[src/rtl/pc_sequencer_pkg.sv]
// pc_seq_pkg: shared definitions for the fetch PC sequencer.
// Provides the flag_branch encodings, the sequencer FSM state type and
// the default first fetch address after reset.
package pc_seq_pkg;

    localparam logic [31:0] RESET_PC_DEFAULT = 32'h0000_0000;

    typedef enum logic [1:0] {
        FLAG_NONE   = 2'b00,
        FLAG_JAL    = 2'b01,
        FLAG_JALR   = 2'b10,
        FLAG_BRANCH = 2'b11
    } flag_e;

    typedef enum logic [2:0] {
        IDLE,
        FETCH,
        HOLD,
        DRAIN,
        HALT
    } state_e;

endpackage

[src/rtl/pc_sequencer_if.sv]
// pc_sequencer_if: bundle of all sequencer handshakes.
// Signals: redirect group (redirect_valid, flag_branch, pc_target,
// branch_taken), instruction memory req/ack (imem_req, imem_addr,
// imem_ack, imem_rdata), downstream valid/ready (instr_valid, instr,
// instr_pc, instr_ready) and status (flush, misalign_err).
// master = the sequencer, slave = its environment.
interface pc_sequencer_if;

    logic        redirect_valid;
    logic [1:0]  flag_branch;
    logic [31:0] pc_target;
    logic        branch_taken;
    logic        imem_req;
    logic [31:0] imem_addr;
    logic        imem_ack;
    logic [31:0] imem_rdata;
    logic        instr_valid;
    logic [31:0] instr;
    logic [31:0] instr_pc;
    logic        instr_ready;
    logic        flush;
    logic        misalign_err;

    modport master (
        input  redirect_valid, flag_branch, pc_target, branch_taken,
        input  imem_ack, imem_rdata, instr_ready,
        output imem_req, imem_addr, instr_valid, instr, instr_pc,
        output flush, misalign_err
    );

    modport slave (
        output redirect_valid, flag_branch, pc_target, branch_taken,
        output imem_ack, imem_rdata, instr_ready,
        input  imem_req, imem_addr, instr_valid, instr, instr_pc,
        input  flush, misalign_err
    );

endinterface

[src/rtl/pc_sequencer_redirect_decode.sv]
// redirect_decode: combinational redirect qualification.
// Inputs : redirect_valid_i, flag_i, pc_target_i, branch_taken_i
// Outputs: taken_o (redirect must be followed), target_o (effective
//          target), misaligned_o (taken with target[1:0] != 0)
// With PC_SEQ_MISALIGN_CHECK_EN undefined the target is word-aligned
// by force and misaligned_o is constant 0.
module redirect_decode
    import pc_seq_pkg::*;
(
    input  logic        redirect_valid_i,
    input  logic [1:0]  flag_i,
    input  logic [31:0] pc_target_i,
    input  logic        branch_taken_i,
    output logic        taken_o,
    output logic [31:0] target_o,
    output logic        misaligned_o
);

    assign taken_o = redirect_valid_i & ((flag_i == FLAG_JAL) | (flag_i == FLAG_JALR) |
                                         ((flag_i == FLAG_BRANCH) & branch_taken_i));

`ifdef PC_SEQ_MISALIGN_CHECK_EN
    // JALR clears bit 0 of the target; any remaining low bits are an error
    assign target_o     = pc_target_i & ~{31'd0, flag_i == FLAG_JALR};
    assign misaligned_o = taken_o & (|target_o[1:0]);
`else
    assign target_o     = pc_target_i & ~32'h3;
    assign misaligned_o = 1'b0;
`endif

endmodule

[src/rtl/pc_sequencer.sv]
// pc_sequencer: fetch-side program counter sequencer.
// Ports: clk, rst_n (async active-low), bus (pc_sequencer_if.master)
// carrying redirect inputs, imem req/ack, instr valid/ready, flush and
// misalign_err. All bus outputs are registered.
// Optional feature macro: PC_SEQ_MISALIGN_CHECK_EN (misaligned redirect
// targets set sticky misalign_err and halt fetch until reset).
module pc_sequencer
    import pc_seq_pkg::*;
#(
    parameter logic [31:0] RESET_PC = RESET_PC_DEFAULT
) (
    input  logic           clk,
    input  logic           rst_n,
    pc_sequencer_if.master bus
);

    state_e      state_q;
    logic [31:0] addr_q, instr_q, pc_q, tgt_q;
    logic        req_q, valid_q, flush_q, err_q;
    logic        taken, mis;
    logic [31:0] target;

    redirect_decode u_dec (
        .redirect_valid_i (bus.redirect_valid),
        .flag_i           (bus.flag_branch),
        .pc_target_i      (bus.pc_target),
        .branch_taken_i   (bus.branch_taken),
        .taken_o          (taken),
        .target_o         (target),
        .misaligned_o     (mis)
    );

    always_ff @(posedge clk or negedge rst_n) begin
        if (!rst_n) begin
            state_q <= IDLE;
            addr_q  <= RESET_PC;
            instr_q <= '0;
            pc_q    <= '0;
            tgt_q   <= '0;
            req_q   <= 1'b0;
            valid_q <= 1'b0;
            flush_q <= 1'b0;
            err_q   <= 1'b0;
        end else begin
            flush_q <= 1'b0;
            case (state_q)
                IDLE: begin
                    state_q <= FETCH;
                    req_q   <= 1'b1;
                    addr_q  <= RESET_PC;
                end
                // FETCH and DRAIN share the outstanding request; err_q doubles as
                // "halt once the request completes" after a misaligned redirect.
                FETCH, DRAIN: begin
                    if (taken) begin
                        flush_q <= 1'b1;
                        tgt_q   <= target;
                        err_q   <= err_q | mis;
                    end
                    if (bus.imem_ack) begin
                        if (state_q == FETCH && !taken) begin
                            instr_q <= bus.imem_rdata;
                            pc_q    <= addr_q;
                            valid_q <= 1'b1;
                            req_q   <= 1'b0;
                            state_q <= HOLD;
                        end else if (err_q | mis) begin
                            req_q   <= 1'b0;
                            state_q <= HALT;
                        end else begin
                            addr_q  <= taken ? target : tgt_q;
                            state_q <= FETCH;
                        end
                    end else if (taken) begin
                        state_q <= DRAIN;
                    end
                end
                HOLD: begin
                    if (taken) begin
                        flush_q <= 1'b1;
                        valid_q <= 1'b0;
                        err_q   <= err_q | mis;
                        req_q   <= !mis;
                        addr_q  <= mis ? addr_q : target;
                        state_q <= mis ? HALT : FETCH;
                    end else if (bus.instr_ready) begin
                        valid_q <= 1'b0;
                        req_q   <= 1'b1;
                        addr_q  <= pc_q + 32'd4;
                        state_q <= FETCH;
                    end
                end
                default: ;
            endcase
        end
    end

    assign bus.imem_req    = req_q;
    assign bus.imem_addr   = addr_q;
    assign bus.instr_valid = valid_q;
    assign bus.instr       = instr_q;
    assign bus.instr_pc    = pc_q;
    assign bus.flush       = flush_q;
`ifdef PC_SEQ_MISALIGN_CHECK_EN
    assign bus.misalign_err = err_q;
`else
    assign bus.misalign_err = 1'b0;
`endif

endmodule

[src/flat_wrapper.sv]
// flat-port wrapper written by rule: the top's interface ports become plain ports
module pc_sequencer_flat import pc_seq_pkg::*;
#(
    parameter logic [31:0] RESET_PC = RESET_PC_DEFAULT
)
  (clk, rst_n, bus_redirect_valid, bus_flag_branch, bus_pc_target, bus_branch_taken, bus_imem_ack, bus_imem_rdata, bus_instr_ready, bus_imem_req, bus_imem_addr, bus_instr_valid, bus_instr, bus_instr_pc, bus_flush, bus_misalign_err);
  pc_sequencer_if bus_i ();
  input  logic clk;
  input  logic rst_n;
  input wire logic [$bits(bus_i.redirect_valid)-1:0] bus_redirect_valid;
  input wire logic [$bits(bus_i.flag_branch)-1:0] bus_flag_branch;
  input wire logic [$bits(bus_i.pc_target)-1:0] bus_pc_target;
  input wire logic [$bits(bus_i.branch_taken)-1:0] bus_branch_taken;
  input wire logic [$bits(bus_i.imem_ack)-1:0] bus_imem_ack;
  input wire logic [$bits(bus_i.imem_rdata)-1:0] bus_imem_rdata;
  input wire logic [$bits(bus_i.instr_ready)-1:0] bus_instr_ready;
  output wire logic [$bits(bus_i.imem_req)-1:0] bus_imem_req;
  output wire logic [$bits(bus_i.imem_addr)-1:0] bus_imem_addr;
  output wire logic [$bits(bus_i.instr_valid)-1:0] bus_instr_valid;
  output wire logic [$bits(bus_i.instr)-1:0] bus_instr;
  output wire logic [$bits(bus_i.instr_pc)-1:0] bus_instr_pc;
  output wire logic [$bits(bus_i.flush)-1:0] bus_flush;
  output wire logic [$bits(bus_i.misalign_err)-1:0] bus_misalign_err;
  assign bus_i.redirect_valid = bus_redirect_valid;
  assign bus_i.flag_branch = bus_flag_branch;
  assign bus_i.pc_target = bus_pc_target;
  assign bus_i.branch_taken = bus_branch_taken;
  assign bus_i.imem_ack = bus_imem_ack;
  assign bus_i.imem_rdata = bus_imem_rdata;
  assign bus_i.instr_ready = bus_instr_ready;
  assign bus_imem_req = bus_i.imem_req;
  assign bus_imem_addr = bus_i.imem_addr;
  assign bus_instr_valid = bus_i.instr_valid;
  assign bus_instr = bus_i.instr;
  assign bus_instr_pc = bus_i.instr_pc;
  assign bus_flush = bus_i.flush;
  assign bus_misalign_err = bus_i.misalign_err;
  pc_sequencer #(.RESET_PC(RESET_PC)) u_core (.clk(clk), .rst_n(rst_n), .bus(bus_i));
endmodule
[config.mk]
export PLATFORM = sky130hd
export DESIGN_NAME = pc_sequencer_flat
export DESIGN_NICKNAME = d
export VERILOG_FILES = /design/src/rtl/pc_sequencer_pkg.sv /design/src/rtl/pc_sequencer_if.sv /design/src/rtl/pc_sequencer_redirect_decode.sv /design/src/rtl/pc_sequencer.sv /design/src/flat_wrapper.sv
export SDC_FILE = /design/constraint.sdc
export NUM_CORES = 1
export LEC_CHECK = 0
export CORE_UTILIZATION = 40
export CTS_CLUSTER_SIZE = 20
export DETAILED_ROUTE_END_ITERATION = 16
export DONT_BUFFER_PORTS = 1
export PLACE_DENSITY = 0.65
export REMOVE_ABC_BUFFERS = 1
export SYNTH_ARGS = -nofsm -noshare
export SYNTH_HDL_FRONTEND = slang
export SYNTH_SLANG_ARGS = --single-unit
[constraint.sdc]
create_clock -name clk -period 5.15 [get_ports clk]
set_clock_uncertainty 0.1 [all_clocks]
set_input_delay 0.2575 -clock clk [delete_from_list [all_inputs] [get_ports clk]]
set_output_delay 0.2575 -clock clk [all_outputs]
set_load 0.01 [all_outputs]
### Word level (Yosys, flattened, before mapping)

Cells that the tools add are included.

| storage, ports and cells | value |
|---|---|
| ROM bits | 0 |
| bits in latches | 0 |
| logic and storage cells | 60 |
| memories | 0 |
| bits in writable memories | 0 |
| bits of input ports | 72 |
| register bits after elaboration | 134 |
| output and inout bits | 100 |

| cells by class | value |
|---|---|
| $add $sub $neg | 1 |
| divide/modulo/power cells | 0 |
| muxes and demuxes | 24 |
| magnitude comparators | 0 |
| shifts and indexed selects | 0 |
| bitwise gates (word level) | 4 |
| reduce and logical (&&, ||, !) cells | 12 |
| eq/ne operators | 11 |
| multipliers | 0 |

Operator list:

| cell | count |
|---|---|
| two-way mux 32 bit | 5 |
| case mux 32 bit (3 select lines) | 1 |
| adder 32 x 3 -> 32 bit, second input constant | 1 |
| two-way mux 3 bit | 4 |
| AND reduction 4 bit | 3 |
| two-way mux 1 bit | 10 |
| case mux 3 bit (3 select lines) | 1 |
| == test 3 x 2 -> 1 bit, second input constant | 2 |
| inequality test 3 x 2 -> 1 bit, second input constant | 2 |
| AND reduction 3 bit | 2 |
| == test 2 bit, second input constant | 2 |
| inequality test 2 bit, second input constant | 2 |
| == test 3 x 1 -> 1 bit, second input constant | 1 |
| logical NOT 3 bit | 1 |
| case mux 1 bit (3 select lines) | 1 |
| nonzero test 3 bit | 1 |
| OR reduction 3 bit | 1 |
| AND 1 bit | 2 |
| == test 2 x 1 -> 1 bit, second input constant | 1 |
| two-way mux 2 bit | 1 |
| inequality test 2 x 1 -> 1 bit, second input constant | 1 |
| OR 1 bit | 2 |
| case mux 1 bit (2 select lines) | 1 |
| nonzero test 2 bit | 1 |
| other kinds (3) | 3 |

### Logic depth before layout (Yosys ltp)

| logic depth | value |
|---|---|
| depth in word-level cells | 9 |
| gate-level depth with buffers | 9 |
| depth with buffers taken out | 6 |

### By module

Synthesis repeated with hierarchy kept, for this count alone.

| unflattened totals | value |
|---|---|
| cells, all modules | 620 |
| area total of the unflattened synthesis | 6950.4 um^2 |

By module, submodules not included:

| module | times used | sequential area each (um^2) | cells an instance | area an instance (um^2) |
|---|---|---|---|---|
| pc_sequencer | 1 | 3378.2 | 583 | 6675.2 |
| redirect_decode | 1 | 0.0 | 37 | 275.3 |

### Worst setup path before layout

OpenSTA, ideal clock, no wires.

| timing path | value |
|---|---|
| kind | input -> register |
| start | in bus_flag_branch[0] |
| end | reg u_core.addr_q[21] (netlist: u_core.bus.imem_addr[21]) |
| data arrival time | 1994 ps |
| cell stages on the path | 7 |
| setup time | 126 ps |
| required time | 4924 ps |
| path buffers | 1 |
| setup slack | 2930 ps |
| cells stage by stage | ha_1 > a21o_1 > buf_4 > nand2_1 > a311oi_2 > mux2_2 > a221o_1 |

| between the ends | value |
|---|---|
| word-level cells in the longest chain between the ends | 8 |
| elaborated cells between the ends (all ways) | 17 |
| classes of those cells | eq/ne (5); mux (5); bitwise (4); reduce/logical (3) |

RTL lines:

| element | line | RTL |
|---|---|---|
| start, declared | flat_wrapper.sv:11 | `input wire logic [$bits(bus_i.flag_branch)-1:0] bus_flag_branch;` |
| == test 2 x 1 -> 1 bit (tied with other cells) | pc_sequencer_redirect_decode.sv:19 | `assign taken_o = redirect_valid_i & ((flag_i == FLAG_JAL) \| (flag_i == FLAG_JALR) \|` |
| OR 1 bit / AND 1 bit (equally long branches) | pc_sequencer_redirect_decode.sv:19, pc_sequencer_redirect_decode.sv:20 |  |
| OR 1 bit * | pc_sequencer_redirect_decode.sv:19 |  |
| AND 1 bit * | pc_sequencer_redirect_decode.sv:19 |  |
| two-way mux 32 bit / logical NOT 1 bit (equally long branches) | - |  |
| two-way mux 32 bit / logical AND 1 bit (equally long branches) | pc_sequencer.sv:61 | `if (state_q == FETCH && !taken) begin` |
| two-way mux 32 bit / inequality test 2 bit (equally long branches) | - |  |
| case mux 32 bit (3 select lines) / AND reduction 4 bit (equally long branches) | - |  |
| end signal, assigned | pc_sequencer.sv:71 | `addr_q <= taken ? target : tgt_q;` |
| end signal, assigned | pc_sequencer.sv:84 | `addr_q <= mis ? addr_q : target;` |
| end signal, assigned | pc_sequencer.sv:89 | `addr_q <= pc_q + 32'd4;` |
| end, declared | pc_sequencer.sv:18 | `logic [31:0] addr_q, instr_q, pc_q, tgt_q;` |

Mark *: on every way between the ends. The rest lies on a longest branch, timed or not. The select of a mux whose other input is x is not followed.
A chain may end at the register's enable or synchronous reset.

### Worst setup path in the final report

| timing path | value |
|---|---|
| start | reg u_core.state_q[1] |
| end | reg u_core.addr_q[12] (netlist: u_core.bus.imem_addr[12]) |

| between the ends | value |
|---|---|
| word-level cells in the longest chain between the ends | 4 |
| elaborated cells between the ends (all ways) | 12 |
| classes of those cells | eq/ne (6); mux (1); reduce/logical (5) |

RTL lines:

| element | line | RTL |
|---|---|---|
| start, declared | pc_sequencer.sv:17 | `state_e state_q;` |
| start signal, assigned | pc_sequencer.sv:85 | `state_q <= mis ? HALT : FETCH;` |
| == test 3 x 2 -> 1 bit / == test 3 x 1 -> 1 bit (equally long branches) | pc_sequencer.sv:46, pc_sequencer.sv:61 |  |
| OR reduction 2 bit / logical AND 1 bit (equally long branches) | pc_sequencer.sv:46, pc_sequencer.sv:61 |  |
| inequality test 2 bit (no line) / nonzero test 3 bit (equally long branches) | - |  |
| AND reduction 4 bit (no line) | - |  |

Parallel ways exist; a longest one is shown, timed or not.

==> results.py <==
metrics = {
    "outcome": {
        "status": "finished clean",
    },
    "power": {
        "comb_power_share": 0.248,
        "p_sw_frac": 0.3598,
        "p_seq_frac": 0.473,
        "p_int_mw": 2.904,
        "power_mw": 4.536,
        "peakVddDrop_mv": 0.2910,
        "pwr-share-clk": 0.278,
        "switching_power_mw": 1.632,
        "power_density_mw_per_mm2": 582.3,
        "leakage_nw": 3.253,
    },
    "synth": {
        "synth_mux_area_frac": 0.1884,
        "synthesis.area_sq_mm": 0.006381,
        "synth_fa_ha_area_frac": 0.003922,
        "synthSimpleGateAreaFrac": 0.1033,
        "synth_cells": 547,
        "yosysTopAreaCell": "dfrtp_1",
        "synth-compound-area-share": 0.1261,
        "synthFlopType": "dfrtp_1",
        "synth_area_leaders": "dfrtp_1 52%, mux2_2 19%, nand2_1 2.8%, o21ai_0 2.1%, a21oi_1 1.7%",
        "async_flop_share": 1.000,
        "synth_top_family_by_area": "multiplexers",
        "synth_top_area_share": 0.5216,
        "yosysSeqAreaShare": 0.5216,
        "synth_edf_count": 0,
        "synth.avg_cell_area_sq_um": 11.67,
        "synthDistinctLibCells": 64,
        "ys_warn_count": 0,
        "synth_xor_xnor_area_share": 0.01647,
        "ys_seq_elements": 133,
    },
    "route": {
        "drtIter0Drc": 232,
        "detail-route-antenna-nets": 0,
        "wl_mm": 17.42,
        "dr.pass1.iters": 4,
        "wl_per_cell_um": 21.09,
        "viasPerCell": 5.795,
        "drc_errors": 0,
        "vias": 4787,
    },
    "critical_path": {
        "end_kind": "flop",
        "critPathLaunchType": "flop",
        "path_buf_inv": 0,
        "critical-path-top-delay-family": "compound AO/OA/AOI/OAI gates",
        "regToRegSetupSlack_ns": 2.21,
        "critPathRequiredTime_ns": 5.34,
        "reg2reg_depth": 5,
        "path_max_fanout": 46,
        "worstReg2RegStart": "u_core.state_q[1]",
        "cp_slowest_stage_delay_ns": 0.84,
        "r2r_end": "u_core.bus.imem_addr[12]",
        "crit_slowest_cell": "a311o_2",
        "worstPathCellList": "nand2b_1, a211oi_2, a311o_2, nor4_1, a211o_1",
        "cp.arrival_ns": 3.13,
        "criticalPathCategory": "reg2reg",
    },
    "min_path": {
        "hold_start": "bus_imem_ack",
        "hold_depth": 3,
        "hp-class": "in2reg",
        "holdPathEnd": "u_core.state_q[1]",
    },
    "run": {
        "cap_violations": 0,
    },
    "cells_and_area": {
        "final_nets": 676,
        "area_growth_pct": 22.08,
        "diodes": 0,
        "stdcell_count": 826,
        "mostFrequentLayoutCell": "dfrtp_1",
        "fillers": 1345,
        "drive_gt1_frac": 0.2618,
        "mostFrequentLayoutCells": "133 x dfrtp_1, 105 x mux2_2, 66 x dlygate4sd3_1",
    },
    "floorplanning": {
        "die_x_um": 128.3,
        "die_h_um": 128.3,
        "die_area_sq_mm": 0.01646,
        "start_util": 0.4151,
        "core_area_sq_mm": 0.01537,
        "top_level_ports": 172,
        "rows": 45,
    },
    "place": {
        "placedCellCount": 727,
        "dp_hpwl_mm": 10.97,
        "dp_slack_ns": 2.052,
        "port_buffers": 0,
        "place_congestion": 0.7819,
    },
    "sta": {
        "fin_crit_ns": 2.940,
        "final_max_slew_viol_count": 0,
        "finalCritPeriodShare": 0.5709,
        "finalHoldViolations": 0,
        "max_freq_mhz": 340.1,
        "slew_headroom": 0.3504,
        "setup_ws_ns": 2.210,
        "hold_slack_ns": 0.01639,
        "max_slew.worst_pin.slew_ns": 0.9744,
        "final.setup.tns_ns": 0,
        "rsz0062_at_grt": "no",
        "finalSetupViolCount": 0,
    },
    "global_routing": {
        "grt_max_degree": 134,
        "antenna_found_initial": 0,
        "grt_first_pass_wirelength_mm": 27.52,
        "overflow": 0,
        "grt_pass1_vias": 4963,
        "grt_usage": 0.2217,
    },
    "cts": {
        "cts_num_sinks": 133,
        "cts_resized": 0,
        "cts_tree": "built",
        "cts_buffers": 17,
        "cts_root_buf": "clkbuf_16",
        "insertion_delay_ns": 0.42,
        "post_cts_buffers": 0,
        "clkTransAtPathRegs_ns": 0.06,
        "h-tree-depth": 4,
        "clk_path_buf_depth": 2,
    },
}
-- routing by layer --
| layer | vias up | GRT usage | part of all wire |
|---|---|---|---|
| met5 | - | 0 | 0 |
| met4 | 0 | 0.08997 | 0.019 |
| met3 | 26 | 0.07846 | 0.085 |
| met2 | 225 | 0.3574 | 0.48 |
| met1 | 2393 | 0.2708 | 0.41 |
| li1 | 2143 | - | - |
-- what timing repair did --
| action | CTS | global route |
|---|---|---|
| hold endpoints to repair | 213 | 0 |
| setup endpoints to repair | 0 | 0 |
| hold buffers | 67 | 0 |
-- how the worst max path moves through the flow --
stage | from | endpoint | slack, ns | depth (start not counted)
3_5_place_dp | bus_flag_branch[0] | u_core.bus.imem_addr[12] | 2.05 | 7
6_report | u_core.state_q[1] | u_core.bus.imem_addr[12] | 2.21 | 5
5_1_grt | u_core.state_q[1] | u_core.bus.imem_addr[12] | 2.06 | 5
4_1_cts | u_core.state_q[1] | u_core.bus.imem_addr[12] | 2.20 | 5
2_1_floorplan | bus_flag_branch[0] | u_core.bus.instr[0] | 0.29 | 5
3_3_place_gp | bus_flag_branch[0] | u_core.bus.imem_addr[12] | 2.11 | 7
-- state kept, by name, summed over array words and instances, names as in the netlist --
| signal | flops |
|---|---|
| u_core.bus.imem_addr | 32 |
| u_core.bus.instr | 32 |
| u_core.bus.flush | 1 |
| u_core.bus.instr_pc | 32 |
| u_core.tgt_q | 32 |
| u_core.bus.instr_valid | 1 |
| u_core.bus.imem_req | 1 |
| u_core.state_q | 2 |
-- cell usage after synthesis (3+ instances only) --
| master | count |
|---|---|
| a2111oi_0 | 3 |
| a21o_1 | 3 |
| a21oi_1 | 22 |
| a221o_1 | 4 |
| a221oi_1 | 3 |
| a32oi_1 | 3 |
| and2_1 | 3 |
| and3_1 | 7 |
| buf_1 | 7 |
| buf_2 | 15 |
| buf_4 | 3 |
| buf_6 | 3 |
| clkbuf_1 | 8 |
| clkbuf_8 | 3 |
| dfrtp_1 | 133 |
| inv_1 | 4 |
| mux2_2 | 105 |
| nand2_1 | 47 |
| nand3_1 | 21 |
| nand4_1 | 9 |
| nor2_1 | 17 |
| nor3_1 | 9 |
| nor4_1 | 7 |
| o21a_1 | 5 |
| o21ai_0 | 27 |
| o221ai_1 | 6 |
| o22ai_1 | 9 |
| o31a_2 | 3 |
| o31ai_1 | 4 |
| or3_1 | 4 |
| xnor2_1 | 6 |
| xor2_1 | 6 |
-- worst reg2reg max path, cell delays in order, from the launching register on --
cell and delay, ns:
dfrtp_1 0.63, nand2b_1 0.37, a211oi_2 0.44, a311o_2 0.84, nor4_1 0.15, a211o_1 0.30
-- power by group through the flow --
stage          Sequential, mW  Clock (mW)  Combinational, mW
2_1_floorplan            2.00           0              0.857
3_3_place_gp             2.14           0               1.02
3_5_place_dp             2.16           0               1.07
4_1_cts                  2.15        1.29               1.14
5_1_grt                  2.23        1.33               1.24
6_report                 2.15        1.26               1.13
-- cell type report --
cell class / count / area, sq um / share of cell area
tap: 211 / 264.0 / 0.03389
clock buffer: 22 / 474.2 / 0.06087
inverter: 5 / 18.77 / 0.002409
clock inverter: 10 / 146.4 / 0.01879
sequential: 133 / 3328 / 0.4272
timing repair buffer: 76 / 755.7 / 0.09701
multi-input combinational: 369 / 2803 / 0.3598
-- per-stage QoR --
stage                       util  instance area (sq um)
after floorplan                -                   6147
after global placement    0.4217                   6481
after detailed placement  0.4217                   6481
after CTS                 0.5068                   7790
after global routing      0.5068                   7790
final                     0.5068                   7790
-- kinds of logic (layout without fill, tap and decap cells) --
group / after synthesis / count (layout)
and+or+nand+nor: 134 / 134
DFF: 133 / 133
AOI/OAI and AO/OA: 113 / 113
muxes: 107 / 107
buffers and inverters: 45 / 113
xor gates and xnor gates: 12 / 12
adders and majority gates: 2 / 2
other: 1 / 1
Note: power is estimated with default switching activity, not from simulation.
